==> src/rtl/demux14_pkg.sv <==
// Shared definitions for the demux14_buf 1-to-4 registered demultiplexer.
package demux14_pkg;

  localparam int NUM_OUT = 4;
  localparam int SEL_W   = 2;

  // Occupancy of one output slot.
  typedef enum logic {
    EMPTY = 1'b0,
    FULL  = 1'b1
  } slot_state_e;

  // Bit offset of channel `ch` inside a packed bus of `width`-bit words.
  function automatic int slice_off(input int ch, input int width);
    return ch * width;
  endfunction

endpackage

==> src/rtl/demux14_slot.sv <==
// One-entry output register slice for demux14_buf. It supports three
// operations: load when empty, drain when full, and reload (drain and load
// in the same cycle) with no bubble.
module demux14_slot
  import demux14_pkg::*;
#(
  parameter int DATA_WIDTH = 32
) (
  input  logic                  clk,
  input  logic                  rst_n,
  input  logic                  load,
  input  logic [DATA_WIDTH-1:0] in_data,
  input  logic                  drain,
  output logic                  out_valid,
  output logic [DATA_WIDTH-1:0] out_data
);

  slot_state_e state;

  // Slot FSM: track occupancy and capture incoming words.
  // NOTE: the data register is reset as well because consumers
  // see out_data directly. Non-blocking assignments keep every flop in
  // this block updating from the same pre-edge values.
  always_ff @(posedge clk or negedge rst_n) begin
    if (!rst_n) begin
      state    <= EMPTY;
      out_data <= '0;
    end else begin
      case (state)
        EMPTY: begin
          if (load) begin
            state    <= FULL;
            out_data <= in_data;
          end
        end
        FULL: begin
          if (drain) begin
            if (load) begin
              out_data <= in_data;
            end else begin
              state <= EMPTY;
            end
          end
        end
        default: state <= EMPTY;
      endcase
    end
  end

  assign out_valid = (state == FULL);

endmodule

==> src/rtl/demux14_buf.sv <==
// demux14_buf: 1-to-4 registered demultiplexer with valid/ready handshake.
// It fans out one producer to four independently stalling consumers.
// Optional per-channel accept counters are enabled with DEMUX14_STATS_EN.
module demux14_buf
  import demux14_pkg::*;
#(
  parameter int DATA_WIDTH = 32,
  parameter int CNT_WIDTH  = 16
) (
  input  logic                          clk,
  input  logic                          rst_n,
  input  logic                          in_valid,
  output logic                          in_ready,
  input  logic [DATA_WIDTH-1:0]         in_data,
  input  logic [SEL_W-1:0]              in_sel,
  output logic [NUM_OUT-1:0]            out_valid,
  input  logic [NUM_OUT-1:0]            out_ready
`ifdef DEMUX14_STATS_EN
  ,
  output logic [NUM_OUT*DATA_WIDTH-1:0] out_data,
  output logic [NUM_OUT*CNT_WIDTH-1:0]  xfer_cnt
`else
  ,
  output logic [NUM_OUT*DATA_WIDTH-1:0] out_data
`endif
);

  logic               accept;
  logic [NUM_OUT-1:0] load;

  // The selected slot can take a word if it is empty or drains this cycle.
  assign in_ready = !out_valid[in_sel] || out_ready[in_sel];
  assign accept   = in_valid && in_ready;

  // Decode the accepted word into a one-hot load for the target slot.
  // NOTE: default first, so every path assigns load and no latch is inferred.
  always_comb begin
    load         = '0;
    load[in_sel] = accept;
  end

  for (genvar i = 0; i < NUM_OUT; i++) begin : g_slot
    demux14_slot #(
      .DATA_WIDTH (DATA_WIDTH)
    ) u_slot (
      .clk       (clk),
      .rst_n     (rst_n),
      .load      (load[i]),
      .in_data   (in_data),
      .drain     (out_ready[i]),
      .out_valid (out_valid[i]),
      .out_data  (out_data[slice_off(i, DATA_WIDTH) +: DATA_WIDTH])
    );
  end

`ifdef DEMUX14_STATS_EN
  for (genvar i = 0; i < NUM_OUT; i++) begin : g_cnt
    // Count accepts per channel. Wrap silently at the counter width.
    always_ff @(posedge clk or negedge rst_n) begin
      if (!rst_n) begin
        xfer_cnt[i*CNT_WIDTH +: CNT_WIDTH] <= '0;
      end else if (load[i]) begin
        xfer_cnt[i*CNT_WIDTH +: CNT_WIDTH] <= xfer_cnt[i*CNT_WIDTH +: CNT_WIDTH] + 1'b1;
      end
    end
  end
`endif

endmodule

==> config.mk <==
export PLATFORM = sky130hd
export DESIGN_NAME = demux14_buf
export DESIGN_NICKNAME = d
export VERILOG_FILES = /design/src/rtl/demux14_pkg.sv /design/src/rtl/demux14_slot.sv /design/src/rtl/demux14_buf.sv
export SDC_FILE = /design/constraint.sdc
export NUM_CORES = 1
export LEC_CHECK = 0
export BUFFER_PORTS_ARGS = -buffer_cell sky130_fd_sc_hd__buf_4
export CAP_MARGIN = 20
export CORE_MARGIN = 2
export CORE_UTILIZATION = 40
export CTS_BUF_LIST = sky130_fd_sc_hd__clkbuf_16
export CTS_CLUSTER_SIZE = 12
export DETAILED_ROUTE_END_ITERATION = 8
export PLACE_DENSITY_LB_ADDON = 0.15
export SKIP_CTS_REPAIR_TIMING = 1
export SYNTH_ARGS = -nofsm -noshare
export SYNTH_HDL_FRONTEND = slang
export SYNTH_SLANG_ARGS = --single-unit
export TNS_END_PERCENT = 30
==> constraint.sdc <==
create_clock -name clk -period 1.7 [get_ports clk]
set_input_delay 0.255 -clock clk [delete_from_list [all_inputs] [get_ports clk]]
set_output_delay 0.255 -clock clk [all_outputs]
set_load 0.005 [all_outputs]
==> out/metrics.csv, run 1 <==
metric;value;unit
worst skew pair latency;410;ps
synth unique cells;17;
most common flop cell mapped by yosys;dfrtp_1;
via/cell ratio;4.73;
CP Buf/Inv Count;1;
Synth top area share;65.7;%
Hold EP;g_slot[1].u_slot.out_data[5]$_DFFE_PN0P_;
Setup Skew;5.07;ps
Remaining Overflow, GRT;0;
final hold violations;0;
Final Max Slew Viols;0;
synthesis-to-layout area growth;41.4;%
area post-placement;6530;µm²
largest cells by area after synthesis;dfrtp_1 (66%), mux2_2 (28%), buf_6 (2.0%);
area leader, netlist;dfrtp_1;
CP delay by family, top;multiplexers;
Final period util;102;%
hold depth;2;
slowest stage delay, CP;480;ps
setup repair after global routing missed its margin;yes;
footprint of the multi-input gates;1570;µm²
DP Wirelength;8.18;mm
Place WS;205;ps
chip height;116;µm
outcome;finished, violations left;
max-cap check violation count;0;
TritonCTS Sinks;132;
fillers;1020;
reg2reg setup slack;240;ps
Finished Core Util;58.5;%
Synth Area in Adders;0;%
Slew HR;75.5;%
Crit Path Category;register to output pin;
failing checks;negative setup slack;
first-pass iteration count of the detailed router;4;
Crit path required time;1440;ps
minimum clock period after layout;1740;ps
Wirelength per Cell;17.5;µm
core area;12200;µm²
critical path data arrival time;1490;ps
TritonCTS clock tree;yes;
H-Tree Depth;4;
Max Freq;0.574;GHz
top-count cell post-synth;dfrtp_1;
Syn. warnings;0;
Nets;524;
Post-synth EDFFs;0;
Post-Synth Simple-Gate Area;1.92;%
layout cells sized above 1;68.2;%
TritonCTS buffer count;17;
Worst Tran Pin Value;368;ps
first-pass GRT wire length;18.0;mm
clk buf depth;2;
Mapped Area;5030;µm²
Root Driver;clkbuf_16;
Max IR drop VDD;0.762;mV
PD cells;1360;nW/µm²
startpoint types;register;
GRT Total Usage;18.1;%
CP Max Fanout;3;
total die area;13500;µm²
register area;3300;µm²
input/output buffers;173;
asr flop ratio synth;100;%
cells after synthesis;296;
Initial Util;41.4;%
gpl congestion;0.696;
Final Worst Setup Slack;-41.1;ps
Post-Synth XOR/XNOR Area;0;%
# DRC;0;
Compound-Gate Fraction of Synth Area;0.0995;%
largest net degree at the start of global routing;70;
DIE WIDTH;116;µm
fraction of the yosys area taken by sequential cells;65.7;%
final WL;11.5;mm
worst-path cell chain;nand2b_1 > mux4_2 > buf_6;
Rows;40;
Crit Reg-Reg Endpoint;g_slot[3].u_slot.out_data[18]$_DFFE_PN0P_;
synthesized area per cell;17.0;µm²
remaining antenna violation count;0;
antenna violations before repair;0;
IO Count;174;
Worst Reg2Reg Path Length in Cells;5;
Pleak;3.34;nW
Synth Net Count;337;
vias post-DR;3125;
class of the worst hold path;input pin to register;
top cells by count, synth;dfrtp_1 (132), mux2_2 (124), buf_6 (9);
Critical Path Sink Type;output pin;
Iter 0 DRT Violations;168;
Yosys reg bits;132;
mux cell area share after synthesis;29.1;%
final instance area;7110;µm²
slowest library cell on the worst path;mux4_2;
hold_sp;in_data[5];
largest family of logic cells by synthesized area;multiplexers;
vias in the first global route;3372;
setup violators final;1;
Ant. Diodes;0;
Worst-path clk slew;50;ps
FF-to-FF Start;g_slot[3].u_slot.out_valid$_DFF_PN0_;
state kept, by name, summed over array words and instances (netlist names):
| register | cells |
|---|---|
| g_slot.u_slot.out_data | 128 |
| g_slot.u_slot.out_valid | 4 |
stage by stage:
step                      hold WS, ps  total power [W]  setup TNS (ps)  std cells
after floorplan                 -40.6          0.00489               0        296
after global placement            306          0.00622               0        629
after detailed placement          305          0.00629               0        629
after CTS                        -135          0.00979           -91.3        658
after global routing             80.6           0.0101            -116        661
final                            86.1          0.00964           -41.1        661
layer usage:
metal | routed length [µm] | global-route usage [%]
met4 | 282 | 8.97
met1 | 4770 | 21.6
met3 | 806 | 6.43
met2 | 5680 | 29.4
met5 | 0 | 0
final cells by class:
| type | instances | area share (%) |
|---|---|---|
| multi-input cells | 145 | 22.1 |
| repair buffers | 187 | 20.7 |
| flip-flops and latches | 132 | 46.4 |
| clock buffers | 17 | 5.98 |
| well taps | 168 | 2.96 |
| clock inverters | 12 | 1.79 |
report_power, final:
part           total (W)  internal [W]  switching (W)
clock            0.00344       0.00223        0.00121
combinational    0.00204       0.00135       0.000685
sequential       0.00416       0.00380       0.000358
how the worst max path moves through the flow:
stage                                                      endpoint  slack, ps                            startpoint  cells after the start
after floorplan           g_slot[3].u_slot.out_data[10]$_DFFE_PN0P_        320                             in_sel[1]                      6
after global placement    g_slot[2].u_slot.out_data[21]$_DFFE_PN0P_        230                             in_sel[0]                      5
after detailed placement  g_slot[2].u_slot.out_data[26]$_DFFE_PN0P_        200                             in_sel[0]                      5
after CTS                                                  in_ready        -90  g_slot[3].u_slot.out_valid$_DFF_PN0_                      3
after global routing                                       in_ready       -120  g_slot[3].u_slot.out_valid$_DFF_PN0_                      3
final                                                      in_ready        -40  g_slot[2].u_slot.out_valid$_DFF_PN0_                      3
kinds of logic after synthesis:
group | count (synthesis)
AOI/OAI and AO/OA | 1
buffers and inverters | 19
DFF | 132
muxes | 129
and+or+nand+nor | 15
worst reg2reg max path, cell delays in order (launching register included):
cell and delay [ps]:
dfrtp_1 370, nand2b_1 110, buf_4 120, nor2b_4 190
buf_12 190, mux2_2 350
cells in the final DEF (no fill, tap or decap), drive strengths merged:
master	n
and3	1
buf	186
bufinv	3
clkbuf	17
clkinv	3
clkinvlp	1
dfrtp	132
dlygate4sd3	1
inv	5
mux2	128
mux4	1
nand2	5
nand2b	4
nand3	1
nand3b	1
nor2b	2
nor3b	1
o21ai	1
(Power assumes the default switching activity.)
==> inputs of run 2 (changes only) <==
--- a/config.mk
+++ b/config.mk
@@ -8,7 +8,7 @@
 export BUFFER_PORTS_ARGS = -buffer_cell sky130_fd_sc_hd__buf_4
 export CAP_MARGIN = 20
 export CORE_MARGIN = 2
-export CORE_UTILIZATION = 40
+export CORE_UTILIZATION = 45
 export CTS_BUF_LIST = sky130_fd_sc_hd__clkbuf_16
 export CTS_CLUSTER_SIZE = 12
 export DETAILED_ROUTE_END_ITERATION = 8
==> run 2 against run 1 <==
Against the previous run:
- the run still ends with negative setup slack left
- sequential power barely moved
- design area rose by 0.26%
- register-to-register slack got worse by 40 ps
- die area fell by 11%
- clock skew rose by 3.3 ps
- power rose by 2.5%
- fmax rose by 1.2%
- highest routed layer unchanged
==> out/metrics.csv, run 2 (same netlist as run 1, synthesis figures left out) <==
metric;value;unit;change
outcome;finished, violations left;;unchanged
failing checks;negative setup slack;;unchanged
FF-to-FF Start;g_slot[1].u_slot.out_valid$_DFF_PN0_;;was g_slot[3].u_slot.out_valid$_DFF_PN0_
worst-path cell chain;nand2b_1 > mux4_2 > buf_6;;unchanged
startpoint types;register;;unchanged
reg2reg setup slack;200;ps;was 240 ps
Max Freq;0.581;GHz;was 0.574 GHz
first-pass iteration count of the detailed router;4;;unchanged
Finished Core Util;65.5;%;was 58.5%
Setup Skew;8.41;ps;was 5.07 ps
slowest library cell on the worst path;mux4_2;;unchanged
PD cells;1390;nW/µm²;was 1360 nW/µm²
CP Max Fanout;3;;unchanged
final hold slack;89.2;ps;was 86.1 ps
DP Wirelength;7.78;mm;was 8.18 mm
total die area;12000;µm²;was 13500 µm²
synthesis-to-layout area growth;41.8;%;was 41.4%
Rows;38;;was 40
final hold violations;0;;unchanged
slowest stage delay, CP;480;ps;about the same
hold_sp;in_data[5];;unchanged
critical path data arrival time;1460;ps;was 1490 ps
Ant. Diodes;0;;unchanged
# DRC;0;;unchanged
via/cell ratio;4.95;;was 4.73
chip height;110;µm;was 116 µm
TritonCTS Sinks;132;;unchanged
input/output buffers;173;;unchanged
leading cell type in the layout, fill and taps excluded;buf_4;;unchanged
Slew HR;74.7;%;was 75.5%
core area;10900;µm²;was 12200 µm²
class of the worst hold path;input pin to register;;unchanged
max-cap check violation count;0;;unchanged
Iter 0 DRT Violations;114;;was 168
Root Driver;clkbuf_16;;unchanged
clk buf depth;2;;unchanged
worst skew pair latency;410;ps;about the same
Crit path required time;1440;ps;about the same
Wirelength per Cell;18.0;µm;was 17.5 µm
Initial Util;46.2;%;was 41.4%
Final period util;101;%;was 102%
register area;3300;µm²;unchanged
footprint of the multi-input gates;1570;µm²;unchanged
hold depth;2;;unchanged
minimum clock period after layout;1720;ps;was 1740 ps
gpl congestion;0.772;;was 0.696
max reg flops;128;;unchanged
Nets;524;;unchanged
Critical Path Sink Type;output pin;;unchanged
final instance area;7130;µm²;was 7110 µm²
Worst Tran Pin Value;379;ps;was 368 ps
H-Tree Depth;4;;unchanged
TritonCTS clock tree;yes;;unchanged
setup repair after global routing missed its margin;yes;;unchanged
fillers;816;;was 1020
first-pass GRT wire length;17.9;mm;was 18.0 mm
TritonCTS buffer count;17;;unchanged
layout cells sized above 1;68.9;%;was 68.2%
Worst Reg2Reg Path Length in Cells;4;;was 5
Crit Reg-Reg Endpoint;g_slot[1].u_slot.out_data[15]$_DFFE_PN0P_;;was g_slot[3].u_slot.out_data[18]$_DFFE_PN0P_
IO Count;174;;unchanged
Final Worst Setup Slack;-19.8;ps;was -41.1 ps
most frequent cells in the layout;buf_4 (179), dfrtp_1 (132), mux2_2 (124), clkbuf_16 (17), buf_12 (6);;was buf_4 (180), dfrtp_1 (132), mux2_2 (124), clkbuf_16 (17)
setup violators final;1;;unchanged
Remaining Overflow, GRT;0;;unchanged
Pleak;3.35;nW;was 3.34 nW
area post-placement;6500;µm²;was 6530 µm²
antenna violations before repair;0;;unchanged
remaining antenna violation count;0;;unchanged
Reg with most FFs;g_slot.u_slot.out_data;;unchanged
GRT Total Usage;20.2;%;was 18.1%
Hold EP;g_slot[1].u_slot.out_data[5]$_DFFE_PN0P_;;unchanged
Worst-path clk slew;60;ps;was 50 ps
Final Max Slew Viols;0;;unchanged
Crit Path Category;register to output pin;;unchanged
vias in the first global route;3388;;was 3372
final WL;11.4;mm;was 11.5 mm
DIE WIDTH;110;µm;was 116 µm
vias post-DR;3144;;was 3125
largest net degree at the start of global routing;70;;unchanged
Max IR drop VDD;0.604;mV;was 0.762 mV
[run 2: cell types whose count changed in the layout (fill, tap and decap cells not counted)]
cell,before,now
inv_1,5,1
clkinv_2,0,3
buf_12,5,6
buf_4,180,179
bufinv_16,3,4
clkinv_1,3,4
clkinvlp_4,1,2
[run 2: worst max-delay path by stage]
| stage | depth (start not counted) | to | startpoint |
|---|---|---|---|
| after global placement | 4 | g_slot[1].u_slot.out_data[10]$_DFFE_PN0P_ | g_slot[1].u_slot.out_valid$_DFF_PN0_ |
| after detailed placement | 4 | g_slot[1].u_slot.out_data[13]$_DFFE_PN0P_ | g_slot[1].u_slot.out_valid$_DFF_PN0_ |
| final | 3 | in_ready | g_slot[1].u_slot.out_valid$_DFF_PN0_ |
| after global routing | 3 | in_ready | g_slot[2].u_slot.out_valid$_DFF_PN0_ |
| after floorplan | 6 | g_slot[3].u_slot.out_data[10]$_DFFE_PN0P_ | in_sel[1] |
| after CTS | 3 | in_ready | g_slot[2].u_slot.out_valid$_DFF_PN0_ |
[run 2: per-stage QoR]
step | setup TNS [ps] | power [W] | std cells | worst slack [ps]
2_1_floorplan | 0 | 0.00489 | 296 | 316
6_report | -19.8 | 0.00988 | 635 | -19.8
3_3_place_gp | 0 | 0.00621 | 600 | 234
3_5_place_dp | 0 | 0.00628 | 600 | 199
4_1_cts | -53.2 | 0.0100 | 631 | -53.2
5_1_grt | -95.7 | 0.0104 | 635 | -95.7
[run 2: final cells by class]
| type | instances | share of cell area (%) |
|---|---|---|
| tap | 140 | 2.46 |
| clock buffer | 17 | 5.96 |
| multi-input combinational | 145 | 22.1 |
| clock inverter | 14 | 2.37 |
| timing repair buffer | 187 | 20.8 |
| sequential | 132 | 46.3 |
[run 2: per-layer routing]
layer  wire, µm  track usage [%]
met1       4620             24.8
met2       5740             32.0
met3        869             7.71
met4        198             8.59
met5          0                0
[run 2: where the power goes]
part	total [W]	switching [W]	internal (W)
clock	0.00368	0.00127	0.00241
sequential	0.00416	0.000357	0.00380
combinational	0.00205	0.000691	0.00136
total	0.00988	0.00232	0.00756
[run 2: critical path: cells and delay by family (launching register included)]
kind,cells,cell delay [ps]
multiplexers,1,480
AND/OR/NAND/NOR,1,100
flip-flops,1,340
buffers and inverters,1,130
